[config.mk]
export PLATFORM = sky130hd
export DESIGN_NAME = muldiv_unit
export DESIGN_NICKNAME = d
export VERILOG_FILES = /design/src/rtl/muldiv_pkg.sv /design/src/rtl/muldiv_core.sv /design/src/rtl/muldiv_unit.sv
export SDC_FILE = /design/constraint.sdc
export NUM_CORES = 1
export LEC_CHECK = 0
export CORE_MARGIN = 4
export CORE_UTILIZATION = 40
export CTS_CLUSTER_SIZE = 14
export DETAILED_ROUTE_END_ITERATION = 6
export DONT_BUFFER_PORTS = 1
export PLACE_DENSITY_LB_ADDON = 0.25
export SKIP_LAST_GASP = 1
export SLEW_MARGIN = 10
export SYNTH_ARGS = -nofsm -noshare
export SYNTH_HDL_FRONTEND = slang
export SYNTH_SLANG_ARGS = --single-unit
[constraint.sdc]
create_clock -name clk -period 11.02 [get_ports clk]
set_clock_uncertainty 0.15 [all_clocks]
set_input_delay 2.204 -clock clk [delete_from_list [all_inputs] [get_ports clk]]
set_output_delay 2.204 -clock clk [all_outputs]
set_load 0.005 [all_outputs]
[src/rtl/muldiv_pkg.sv]
// Shared types, constants and opcode-decoding helpers for the RV32M multiply/divide unit.
package muldiv_pkg;

    typedef enum logic [2:0] {
        OP_MUL    = 3'd0,
        OP_MULH   = 3'd1,
        OP_MULHSU = 3'd2,
        OP_MULHU  = 3'd3,
        OP_DIV    = 3'd4,
        OP_DIVU   = 3'd5,
        OP_REM    = 3'd6,
        OP_REMU   = 3'd7
    } op_t;

    typedef enum logic [1:0] {
        IDLE = 2'd0,
        CALC = 2'd1,
        DONE = 2'd2
    } state_t;

    localparam logic [31:0] DIV_ZERO_Q = '1;
    localparam logic [31:0] INT_MIN    = 32'h8000_0000;

    function automatic logic is_div(input op_t op);
        return op[2];
    endfunction

    function automatic logic is_rem(input op_t op);
        return op[2] & op[1];
    endfunction

    function automatic logic is_signed_a(input op_t op);
        return (op == OP_MULH) || (op == OP_MULHSU) || (op == OP_DIV) || (op == OP_REM);
    endfunction

    function automatic logic is_signed_b(input op_t op);
        return (op == OP_MULH) || (op == OP_DIV) || (op == OP_REM);
    endfunction

endpackage

[src/rtl/muldiv_core.sv]
// Unsigned shift datapath: one shift-add multiply or restoring divide step per enabled cycle.
module muldiv_core
    import muldiv_pkg::*;
#(
    parameter int WIDTH = 32
) (
    input  logic             clk,
    input  logic             reset,
    input  logic             clear,
    input  logic             load,
    input  logic             step,
    input  logic             div_op,
    input  logic [WIDTH-1:0] mag_a,
    input  logic [WIDTH-1:0] mag_b,
    output logic [WIDTH-1:0] hi_next,
    output logic [WIDTH-1:0] lo_next,
    output logic             last
);

    localparam int CNT_W = $clog2(WIDTH);

    // hi: product high half / partial remainder; lo: multiplier then product low / quotient.
    logic [WIDTH-1:0] hi;
    logic [WIDTH-1:0] lo;
    logic [WIDTH-1:0] opnd;
    logic             div_mode;
    logic [CNT_W-1:0] cnt;

    logic [WIDTH:0]   sum;
    logic [WIDTH:0]   partial;
    logic             fits;

    assign last = (cnt == CNT_W'(WIDTH - 1));

    // NOTE: every always_comb output gets a default first so no path can infer a latch.
    always_comb begin
        hi_next = hi;
        lo_next = lo;
        sum     = {1'b0, hi} + (lo[0] ? {1'b0, opnd} : '0);
        partial = {hi, lo[WIDTH-1]};
        fits    = (partial >= {1'b0, opnd});
        if (div_mode) begin
            // The partial remainder stays below the divisor, so the difference fits WIDTH bits.
            hi_next = fits ? (partial[WIDTH-1:0] - opnd) : partial[WIDTH-1:0];
            lo_next = {lo[WIDTH-2:0], fits};
        end else begin
            hi_next = sum[WIDTH:1];
            lo_next = {sum[0], lo[WIDTH-1:1]};
        end
    end

    // NOTE: sequential state uses non-blocking assignments only, so all flops update together.
    always_ff @(posedge clk) begin
        if (reset || clear) begin
            hi       <= '0;
            lo       <= '0;
            opnd     <= '0;
            div_mode <= 1'b0;
            cnt      <= '0;
        end else if (load) begin
            hi       <= '0;
            lo       <= mag_a;
            opnd     <= mag_b;
            div_mode <= div_op;
            cnt      <= '0;
        end else if (step) begin
            hi       <= hi_next;
            lo       <= lo_next;
            cnt      <= cnt + 1'b1;
        end
    end

endmodule

[src/rtl/muldiv_unit.sv]
// Iterative RV32M multiply/divide unit: FSM, sign handling, divide fast path and result fix-up.
module muldiv_unit
    import muldiv_pkg::*;
#(
    parameter int WIDTH = 32
) (
    input  logic             clk,
    input  logic             reset,
    input  logic             start,
    input  logic             flush,
    input  logic [2:0]       op,
    input  logic [WIDTH-1:0] a,
    input  logic [WIDTH-1:0] b,
    output logic             busy,
    output logic             valid,
    output logic [WIDTH-1:0] result
);

    state_t state;
    op_t    op_q;
    logic   neg_q;
    logic   neg_r;

    op_t              op_in;
    logic             sign_a;
    logic             sign_b;
    logic [WIDTH-1:0] mag_a;
    logic [WIDTH-1:0] mag_b;
    logic             div_zero;
    logic             div_ovf;
    logic             fast;
    logic [WIDTH-1:0] fast_res;
    logic             accept;

    logic [WIDTH-1:0]   hi_next;
    logic [WIDTH-1:0]   lo_next;
    logic               last;
    logic [2*WIDTH-1:0] prod;
    logic [WIDTH-1:0]   quo;
    logic [WIDTH-1:0]   rem;
    logic [WIDTH-1:0]   final_res;

    assign op_in    = op_t'(op);
    assign sign_a   = is_signed_a(op_in) & a[WIDTH-1];
    assign sign_b   = is_signed_b(op_in) & b[WIDTH-1];
    assign mag_a    = sign_a ? -a : a;
    assign mag_b    = sign_b ? -b : b;
    assign div_zero = (b == '0);
    assign div_ovf  = is_signed_b(op_in) && (a == INT_MIN) && (b == '1);
    assign fast     = is_div(op_in) & (div_zero | div_ovf);
    assign accept   = (state == IDLE) & start & ~flush;

    always_comb begin
        fast_res = '0;
        if (div_zero)
            fast_res = is_rem(op_in) ? a : DIV_ZERO_Q;
        else
            fast_res = is_rem(op_in) ? '0 : INT_MIN;
    end

    muldiv_core #(.WIDTH(WIDTH)) u_core (
        .clk     (clk),
        .reset   (reset),
        .clear   (flush),
        .load    (accept & ~fast),
        .step    ((state == CALC) & ~flush),
        .div_op  (is_div(op_in)),
        .mag_a   (mag_a),
        .mag_b   (mag_b),
        .hi_next (hi_next),
        .lo_next (lo_next),
        .last    (last)
    );

    // Result is taken from the core's final step so it is registered on the same edge as DONE.
    always_comb begin
        prod      = neg_q ? -{hi_next, lo_next} : {hi_next, lo_next};
        quo       = neg_q ? -lo_next : lo_next;
        rem       = neg_r ? -hi_next : hi_next;
        final_res = '0;
        case (op_q)
            OP_MUL:                       final_res = prod[WIDTH-1:0];
            OP_MULH, OP_MULHSU, OP_MULHU: final_res = prod[2*WIDTH-1:WIDTH];
            OP_DIV, OP_DIVU:              final_res = quo;
            default:                      final_res = rem;
        endcase
    end

    always_ff @(posedge clk) begin
        if (reset) begin
            state  <= IDLE;
            op_q   <= OP_MUL;
            neg_q  <= 1'b0;
            neg_r  <= 1'b0;
            busy   <= 1'b0;
            valid  <= 1'b0;
            result <= '0;
        end else if (flush) begin
            state <= IDLE;
            busy  <= 1'b0;
            valid <= 1'b0;
        end else begin
            case (state)
                IDLE: begin
                    if (accept) begin
                        busy <= 1'b1;
                        if (fast) begin
                            state  <= DONE;
                            valid  <= 1'b1;
                            result <= fast_res;
                        end else begin
                            state <= CALC;
                            op_q  <= op_in;
                            neg_q <= sign_a ^ sign_b;
                            neg_r <= sign_a;
                        end
                    end
                end
                CALC: begin
                    if (last) begin
                        state  <= DONE;
                        valid  <= 1'b1;
                        result <= final_res;
                    end
                end
                DONE: begin
                    state <= IDLE;
                    busy  <= 1'b0;
                    valid <= 1'b0;
                end
                default: begin
                    state <= IDLE;
                    busy  <= 1'b0;
                    valid <= 1'b0;
                end
            endcase
        end
    end

endmodule

### Word-level counts from Yosys, hierarchy flattened

Index checks and enable logic that the tools add are counted.

| operators by class | value |
|---|---|
| eq/ne operators | 16 |
| reductions and logical operators | 22 |
| $add $sub $neg | 8 |
| bitwise gates (word level) | 13 |
| multiplexer cells | 29 |
| order comparisons | 1 |

Operator list:

| cell | count |
|---|---|
| two-way mux 32 bit | 16 |
| negation 32 bit | 4 |
| case mux 32 bit (3 select lines) | 1 |
| == test 32 bit, second input constant | 2 |
| two-way mux 64 bit | 1 |
| negation 64 bit | 1 |
| case mux 32 bit (2 select lines) | 1 |
| adder 32 x 33 -> 33 bit | 1 |
| greater-or-equal comparator 33 x 32 -> 1 bit | 1 |
| zero test 32 bit | 1 |
| subtractor 32 bit | 1 |
| == test 3 bit, second input constant | 4 |
| == test 3 x 2 -> 1 bit, second input constant | 3 |
| bitwise AND 1 bit | 8 |
| == test 3 x 1 -> 1 bit, second input constant | 2 |
| logical OR 1 bit | 6 |
| two-way mux 2 bit | 3 |
| inequality test 2 bit, second input constant | 3 |
| OR reduction 2 bit | 3 |
| adder 5 x 1 -> 5 bit, second input constant | 1 |
| == test 5 bit, second input constant | 1 |
| AND reduction 5 bit | 1 |
| two-way mux 1 bit | 4 |
| case mux 1 bit (2 select lines) | 2 |
| 13 further kinds | 18 |

| storage, ports and cells | value |
|---|---|
| output and inout port bits | 34 |
| bits of input ports | 71 |
| register bits | 143 |

### Logic depth before layout (Yosys ltp)

| logic depth | value |
|---|---|
| depth in word-level cells | 10 |
| depth in mapped cells | 24 |
| gate-level depth less buffers | 19 |

### Modules after synthesis

Synthesis repeated with hierarchy kept, for this count alone.

| unflattened totals | value |
|---|---|
| cell total of the unflattened synthesis | 2114 |
| area, all modules | 15249.6 µm² |

By module, submodules not included:

| module | area an instance (µm²) | sequential area each (µm²) | cells each | instances |
|---|---|---|---|---|
| muldiv_core | 8933.6 | 2042.0 | 1176 | 1 |
| muldiv_unit | 6316.1 | 820.8 | 938 | 1 |

### Worst setup path before layout

Ideal clock, no wire load.

| path | value |
|---|---|
| path kind | in2reg |
| start | in b[1] |
| end | reg result[27] |
| stages on the path | 15 |
| setup time | 0.079 ns |
| data arrival time | 5.439 ns |
| path slack | 5.352 ns |
| cells stage by stage | inv_1 ha_1 or3b_1 nor3_1 nand4_1 nor4_2 o21ai_1 o31a_1 or3_1 clkbuf_1 a21oi_2 and2b_1 o21ai_0 or3_1 o211ai_1 |

| between the ends | value |
|---|---|
| longest elaborated chain between the ends | 6 |
| elaborated cells on any way between the ends | 11 |
| classes of those cells | 2 x eq/ne; 4 x mux; 2 x bitwise; 3 x reduce/logical |

Ends and longest elaborated chain:

| element | RTL line | source |
|---|---|---|
| start, declared | muldiv_unit.sv:13 | `input logic [WIDTH-1:0] b,` |
| == test 32 bit | muldiv_unit.sv:49 | `assign div_ovf = is_signed_b(op_in) && (a == INT_MIN) && (b == '1);` |
| logical AND 1 bit | muldiv_unit.sv:49 |  |
| OR 1 bit | muldiv_unit.sv:50 | `assign fast = is_div(op_in) & (div_zero \| div_ovf);` |
| bitwise AND 1 bit | muldiv_unit.sv:50 |  |
| inequality test 2 bit (no source line) | - |  |
| AND reduction 5 bit (no source line) | - |  |
| end signal, assigned | muldiv_unit.sv:110 | `result <= fast_res;` |
| end signal, assigned | muldiv_unit.sv:123 | `result <= final_res;` |
| end, declared | muldiv_unit.sv:16 | `output logic [WIDTH-1:0] result` |

Several ways; a longest one is shown, not always the timed one. The select of a mux whose other input is x is not followed.
A chain may end at the register's enable or synchronous reset.

### Worst setup path in the final report

Ends and elaborated chain as after synthesis.

==> impl_metrics.ini <==
[run_status]
status = complete, but fails checks
violations = DRC

[sta]
tightest_slew_ns = 1.191
clock.fmax_mhz = 145.3
maxSlewHeadroom_pct = 20.30
period_share_pct = 62.44
final-setup-viol-count = 0
tns_ns = 0
hold_viol = 0
rsz0062_at_grt = no
fin_crit_ns = 6.880
final_max_slew_viol_count = 0

[worst_setup_path]
reg2regPathDepth = 18
crit_top_cell = or3_1
timing.rr.start = u_core.hi[19]$_SDFFE_PP0P_
critPathMaxFanout = 23
critPathBufInv = 2
slowest_stage = nor4_2
worstSetupEndpointType = flip-flop
cp-start-kind = primary input
path_cells = inv_1, ha_1, or3b_1, nor3_1, nand4_1, nor4_2, o21ai_1, o31a_1, or3_1, buf_4, a21oi_2, and2b_1, o21ai_0, or3_1, o211ai_1
cp_num_cells = 15
crit_start = b[1]
arrival_ns = 7.11
cpPeakStageDelay_ns = 0.77
reg2reg_to = result[22]$_SDFFE_PP0P_
crit_family = simple AND/OR/NAND/NOR gates
worstSetupEndpoint = result[27]$_SDFFE_PP0P_
cp.required_ns = 11.25
worstSetupPathType = primary input to flip-flop
reg2reg_setup_slack_ns = 4.75

[floorplanning]
die_y_um = 203.5
rows = 71
start_util_pct = 40.59
core-area_mm2 = 0.03767
boundaryPins = 105
dieArea_mm2 = 0.04142
die_x_um = 203.5

[clock_tree]
post_cts_resized = 0
clk_path_buf_depth = 2
holdBufCountCts = 0
clock_sinks = 143
cts_setup_buffers = 0
clkTransAtPathRegs_ns = 0.07
root_buffer = clkbuf_16
h-tree-depth = 4
cts_buffers = 17
cts_tree = yes
clk_latency_ns = 0.45

[power_and_ir_drop]
ir_worst_vdd_mv = 0.09112
leakage_nw = 5.904
power_density_mw_per_mm2 = 101.4
p_total_mw = 1.640

[synth]
synth_seq_cells = 143
synthArstFlopShare_pct = 0
syn-mean-instance-area_um2 = 7.075
synth-edff-count = 0
syn_inst = 2161
syn-cell-area_mm2 = 0.01529
synth.distinct_cells = 92
syn_nets = 2305
synth_flop_cell = dfxtp_1
ys_seq_area_share_pct = 18.72
yosys_warnings = 0

[drt]
routed_wirelength_um = 63540
vias_per_cell = 6.574
num_vias = 17030
wl_per_cell_um = 24.52
route.detailed.drc = 1
drtAntennaViolNets = 0
firstDrtPassIters = 7
drtIter0Drc = 2185

[cells_and_area]
insertedDiodeCount = 0
fin_nets = 2211
utilization_pct = 42.93
layout_commonest_cell = nor2_1
most-common-layout-cells = nor2_1 (223), nand2_1 (209), a21oi_1 (198)
fin_area_mm2 = 0.01617
nFillCells = 3974
stdcell_count = 2591
area_growth_pct = 5.753
final_layout_size_suffix_gt1_share_pct = 6.587

[place]
io_buffers = 0
hpwl_um = 49030
gp_congestion = 1.020
post-place-cells = 2559
placed_area_mm2 = 0.01557

[worst_hold_path]
hp-class = flip-flop to flip-flop
hold_start = result[6]$_SDFFE_PP0P_

[grt]
grt_pass1_wl_um = 95990
grt_max_degree = 61
first_global_vias = 15500
grt-ovfl-total = 0
grtUsageTotal_pct = 29.57
antenna_found_initial = 1

[job]
cap_violations = 0
-- synth_stat cells (34+ instances only) --
library cell	n	share of area, %
ha_1	71	5.8
a21oi_1	198	6.5
and2_1	43	1.8
o22ai_1	34	1.4
nor3_1	58	1.9
nand2_1	210	5.2
nand3_1	36	1.2
a211oi_1	56	2.7
clkbuf_1	99	2.4
nand4_1	42	1.7
o21ai_0	149	4.9
mux2i_1	40	2.6
dfxtp_1	143	19
xnor2_1	93	5.3
inv_1	67	1.6
nor2_1	226	5.5
xor2_1	61	3.5
-- worst register-to-register path: stages (launching register included) --
cell and delay, ns:
dfxtp_1 0.50, ha_1 0.43, a21oi_1 0.31, o21ai_1 0.22, a211oi_2 0.31, o21a_1 0.16, buf_4 0.27, a31o_2 0.37
ha_1 0.24, o21ai_0 0.11, nor2_1 0.17, o21ai_0 0.16, or3_1 0.42, or3_1 0.46, nor4_1 0.73, a41oi_1 0.27
xnor2_1 0.19, a221oi_1 0.53, o21ai_0 0.14
-- worst min-delay path by stage --
| stage | endpoint | slack [ns] | cells past startpoint |
|---|---|---|---|
| global placement | u_core.cnt[4]$_SDFFE_PP0P_ | 0.30 | 2 |
| detailed placement | u_core.cnt[4]$_SDFFE_PP0P_ | 0.31 | 2 |
| global route | result[6]$_SDFFE_PP0P_ | 0.35 | 2 |
| finish | result[6]$_SDFFE_PP0P_ | 0.32 | 2 |
| floorplan | result[6]$_SDFFE_PP0P_ | 0.28 | 2 |
| CTS | u_core.cnt[4]$_SDFFE_PP0P_ | 0.33 | 2 |
-- cell families (layout without fill, tap and decap cells) --
family | Yosys count | in the layout | synth area share, %
multiplexers | 56 | 56 | 3.797
buffers and inverters | 213 | 132 | 5.777
AO/OA/AOI/OAI | 736 | 736 | 31.65
flip-flops | 143 | 143 | 18.72
adder cells (fa/ha/maj) | 73 | 73 | 6.072
AND/OR/NAND/NOR | 786 | 786 | 25.16
XOR/XNOR | 154 | 154 | 8.822
-- through the flow --
stage	hold slack, ns	setup WS [ns]
global route	0.3490	3.818
detailed placement	0.3144	3.717
floorplan	0.2845	5.352
finish	0.3223	4.140
global placement	0.2967	3.951
CTS	0.3252	4.187
-- state kept, by name, indices dropped and copies added, names as in the netlist --
signal	cells
busy	1
state	2
result	32
neg_r	1
u_core.lo	32
u_core.hi	32
valid	1
neg_q	1
u_core.div_mode	1
u_core.cnt	5
u_core.opnd	32
op_q	3
-- where the power goes --
| part | switching [mW] | internal [mW] |
|---|---|---|
| clock | 0.283 | 0.342 |
| combinational | 0.325 | 0.153 |
| sequential | 0.0117 | 0.525 |
| total | 0.620 | 1.02 |
-- routing by layer --
metal	track usage, %	wire [µm]
met4	9.492	2109
met1	42.38	27600
met5	0	11
met2	44.64	27110
met3	5.883	6711
-- final cells by class --
| class | instances | area (µm²) | share of cell area (%) |
|---|---|---|---|
| inverters | 67 | 251.5 | 1.555 |
| well taps | 511 | 639.4 | 3.954 |
| clock buffers | 17 | 425.4 | 2.631 |
| clock inverters | 15 | 173.9 | 1.076 |
| flip-flops and latches | 143 | 2868 | 17.74 |
| repair buffers | 33 | 247.7 | 1.532 |
| multi-input cells | 1805 | 11560 | 71.52 |
No activity file was read; power rests on OpenSTA's default activity.
==> RTL change, RTL diff (config.mk and constraints unchanged) <==
Encoding of `state_t`: now one-hot (3 bits for 3 states).
--- a/src/rtl/muldiv_pkg.sv
+++ b/src/rtl/muldiv_pkg.sv
@@ -12,10 +12,10 @@
         OP_REMU   = 3'd7
     } op_t;
 
-    typedef enum logic [1:0] {
-        IDLE = 2'd0,
-        CALC = 2'd1,
-        DONE = 2'd2
+    typedef enum logic [2:0] {
+        IDLE = 3'b001,
+        CALC = 3'b010,
+        DONE = 3'b100
     } state_t;
 
     localparam logic [31:0] DIV_ZERO_Q = '1;
Formal check against the unedited RTL: same outputs for any inputs over 4 cycles, from zero or initial values and one cycle with reset high; so few cycles prove little.
==> RTL change against the unedited design <==
  * Fmax grew 6.1%
  * Die area down 0.72%
  * Routed wire length rose by 1.7%
  * First-iteration DRC count down 15%
  * Final area is essentially flat
  * Setup slack improved by 0.39 ns
  * Critical path depth down 1
  * Non-clock buffer count grew 1
  * Sequential cell count rose by 1
  * Total power grew 0.58%
  * Area after synthesis is 0.74% lower
  * Core utilization up 0.068 points
==> RTL change: results (changes against the unedited design) <==
power_and_ir_drop:
  power_leakage_uw: 0.00589  # was 0.00590 uW
  vdd_drop_max_mv: 0.0962  # was 0.0911 mV
global_routing:
  grt_max_degree: 79  # was 61
  first_global_vias: 15333  # was 15501
  grt_pass1_wl_microns: 97600  # was 96000 microns
  antenna_found_initial: 0  # was 1
  grt_usage: 0.305  # was 0.296
layout:
  drive_gt1_frac: 0.0615  # was 0.0659
  nFillCells: 3882  # was 3974
  fin_nets: 2195  # was 2211
  n_antenna_cell: 0  # unchanged
detailed_routing:
  wl_per_cell_microns: 25.1  # was 24.5 microns
  drt_pre_antenna_iters: 6  # was 7
  vias_per_cell: 6.44  # was 6.57
  drtIter0Drc: 1866  # was 2185
  via_count: 16580  # was 17034
setup_path:
  startpoint: "b[0]"  # was b[1]
  reg2reg_setup_slack_ns: 4.54  # was 4.75 ns
  critPathCapture: "result[27]$_SDFFE_PP0P_"  # unchanged
  arrival_ns: 6.73  # was 7.11 ns
  timing.rr.start: "u_core.hi[11]$_SDFFE_PP0P_"  # was u_core.hi[19]$_SDFFE_PP0P_
  cp_max_fo: 20  # was 23
  worst_r2r_endpoint: "result[26]$_SDFFE_PP0P_"  # was result[22]$_SDFFE_PP0P_
run_status:
  status: "finished, final reports clean"  # was complete, but fails checks
placed_design:
  gp_routability_congestion: 1.01  # was 1.02
  hpwl_microns: 50200  # was 49000 microns
  placed_cells: 2542  # was 2559
hold_path:
  hp-start: "u_core.cnt[4]$_SDFFE_PP0P_"  # was result[6]$_SDFFE_PP0P_
  min_to: "u_core.cnt[4]$_SDFFE_PP0P_"  # was result[6]$_SDFFE_PP0P_
  hp-class: "reg2reg"  # unchanged
  hold_depth: 2  # unchanged
timing:
  worst_pin_slew_ns: 1.08  # was 1.19 ns
  holdWs_ns: 0.314  # was 0.322 ns
cts:
  clk_pin_slew_ns: 0.07  # about the same
  cts-buffers-inserted: 17  # unchanged
  post_cts_buffers: 0  # unchanged
  insertion_delay_ns: 0.45  # about the same
  cts-htree-levels: 4  # unchanged
synthesis:
  yosys-top-cells-count: "nand2_1, nor2_1, a21oi_1"  # was nor2_1, nand2_1, a21oi_1
  avgSynthCellArea_sq_um: 7.14  # was 7.08 sq um
  seq_area_frac_synth: 0.190  # was 0.187
  synth_nets: 2269  # was 2305
  synthTopCellsByArea: "dfxtp_1, a21oi_1, ha_1"  # unchanged
  yosysUniqueCellTypes: 102  # was 92
  yosys_warnings: 0  # unchanged
  synthArstFlopShare: 0  # unchanged
[RTL change: kinds of logic (layout without fill, tap and decap cells)]
group           count (synthesis)  in the layout  synth area share
mux                            62             62            0.0415
flops                         144            144             0.190
xor+xnor                      165            165            0.0952
compound gates                721            721             0.315
simple gates                  768            768             0.246
buf+inv                       192            131            0.0515
fa+ha+maj                      73             73            0.0612
[RTL change: per-stage QoR]
| step | util | worst slack (ns) | cell area, sq um | total power (uW) |
|---|---|---|---|---|
| after floorplan | - | 5.29 | 15200 | 879 |
| after global placement | 0.414 | 4.30 | 15500 | 1010 |
| after detailed placement | 0.414 | 4.18 | 15500 | 1010 |
| after CTS | 0.430 | 4.62 | 16100 | 1640 |
| after global routing | 0.430 | 4.21 | 16200 | 1710 |
| final | 0.430 | 4.53 | 16200 | 1650 |
[RTL change: area by class of cell]
| cell class | instances | area share |
|---|---|---|
| clock buffer | 18 | 0.0266 |
| clock inverter | 14 | 0.0111 |
| inverter | 65 | 0.0151 |
| multi-input combinational | 1789 | 0.713 |
| sequential | 144 | 0.179 |
| tap | 511 | 0.0396 |
| timing repair buffer | 34 | 0.0158 |
[RTL change: critical path, stage by stage]
cell      delay [ns]
inv_1           0.06
ha_1            0.16
or3b_2          0.47
or4_1           0.50
nand4b_1        0.34
nor4_1          0.67
o211ai_1        0.30
a211oi_4        0.29
buf_4           0.22
and3_1          0.64
and2_1          0.29
o21ai_0         0.14
o32a_1          0.36
nand3_1         0.08
[RTL change: routing by layer]
metal,track usage,vias to the layer above,wire [microns]
met5,0,-,0
met4,0.0980,0,2180
li1,-,7711,-
met1,0.426,7918,28300
met2,0.452,826,27300
met3,0.0886,125,6870
[RTL change: report_power, final]
group	switching, uW	leakage [uW]	internal, uW	total, uW
clock network	270	0.000300	360	631
registers	14.3	0.00117	532	546
logic	325	0.00442	148	473
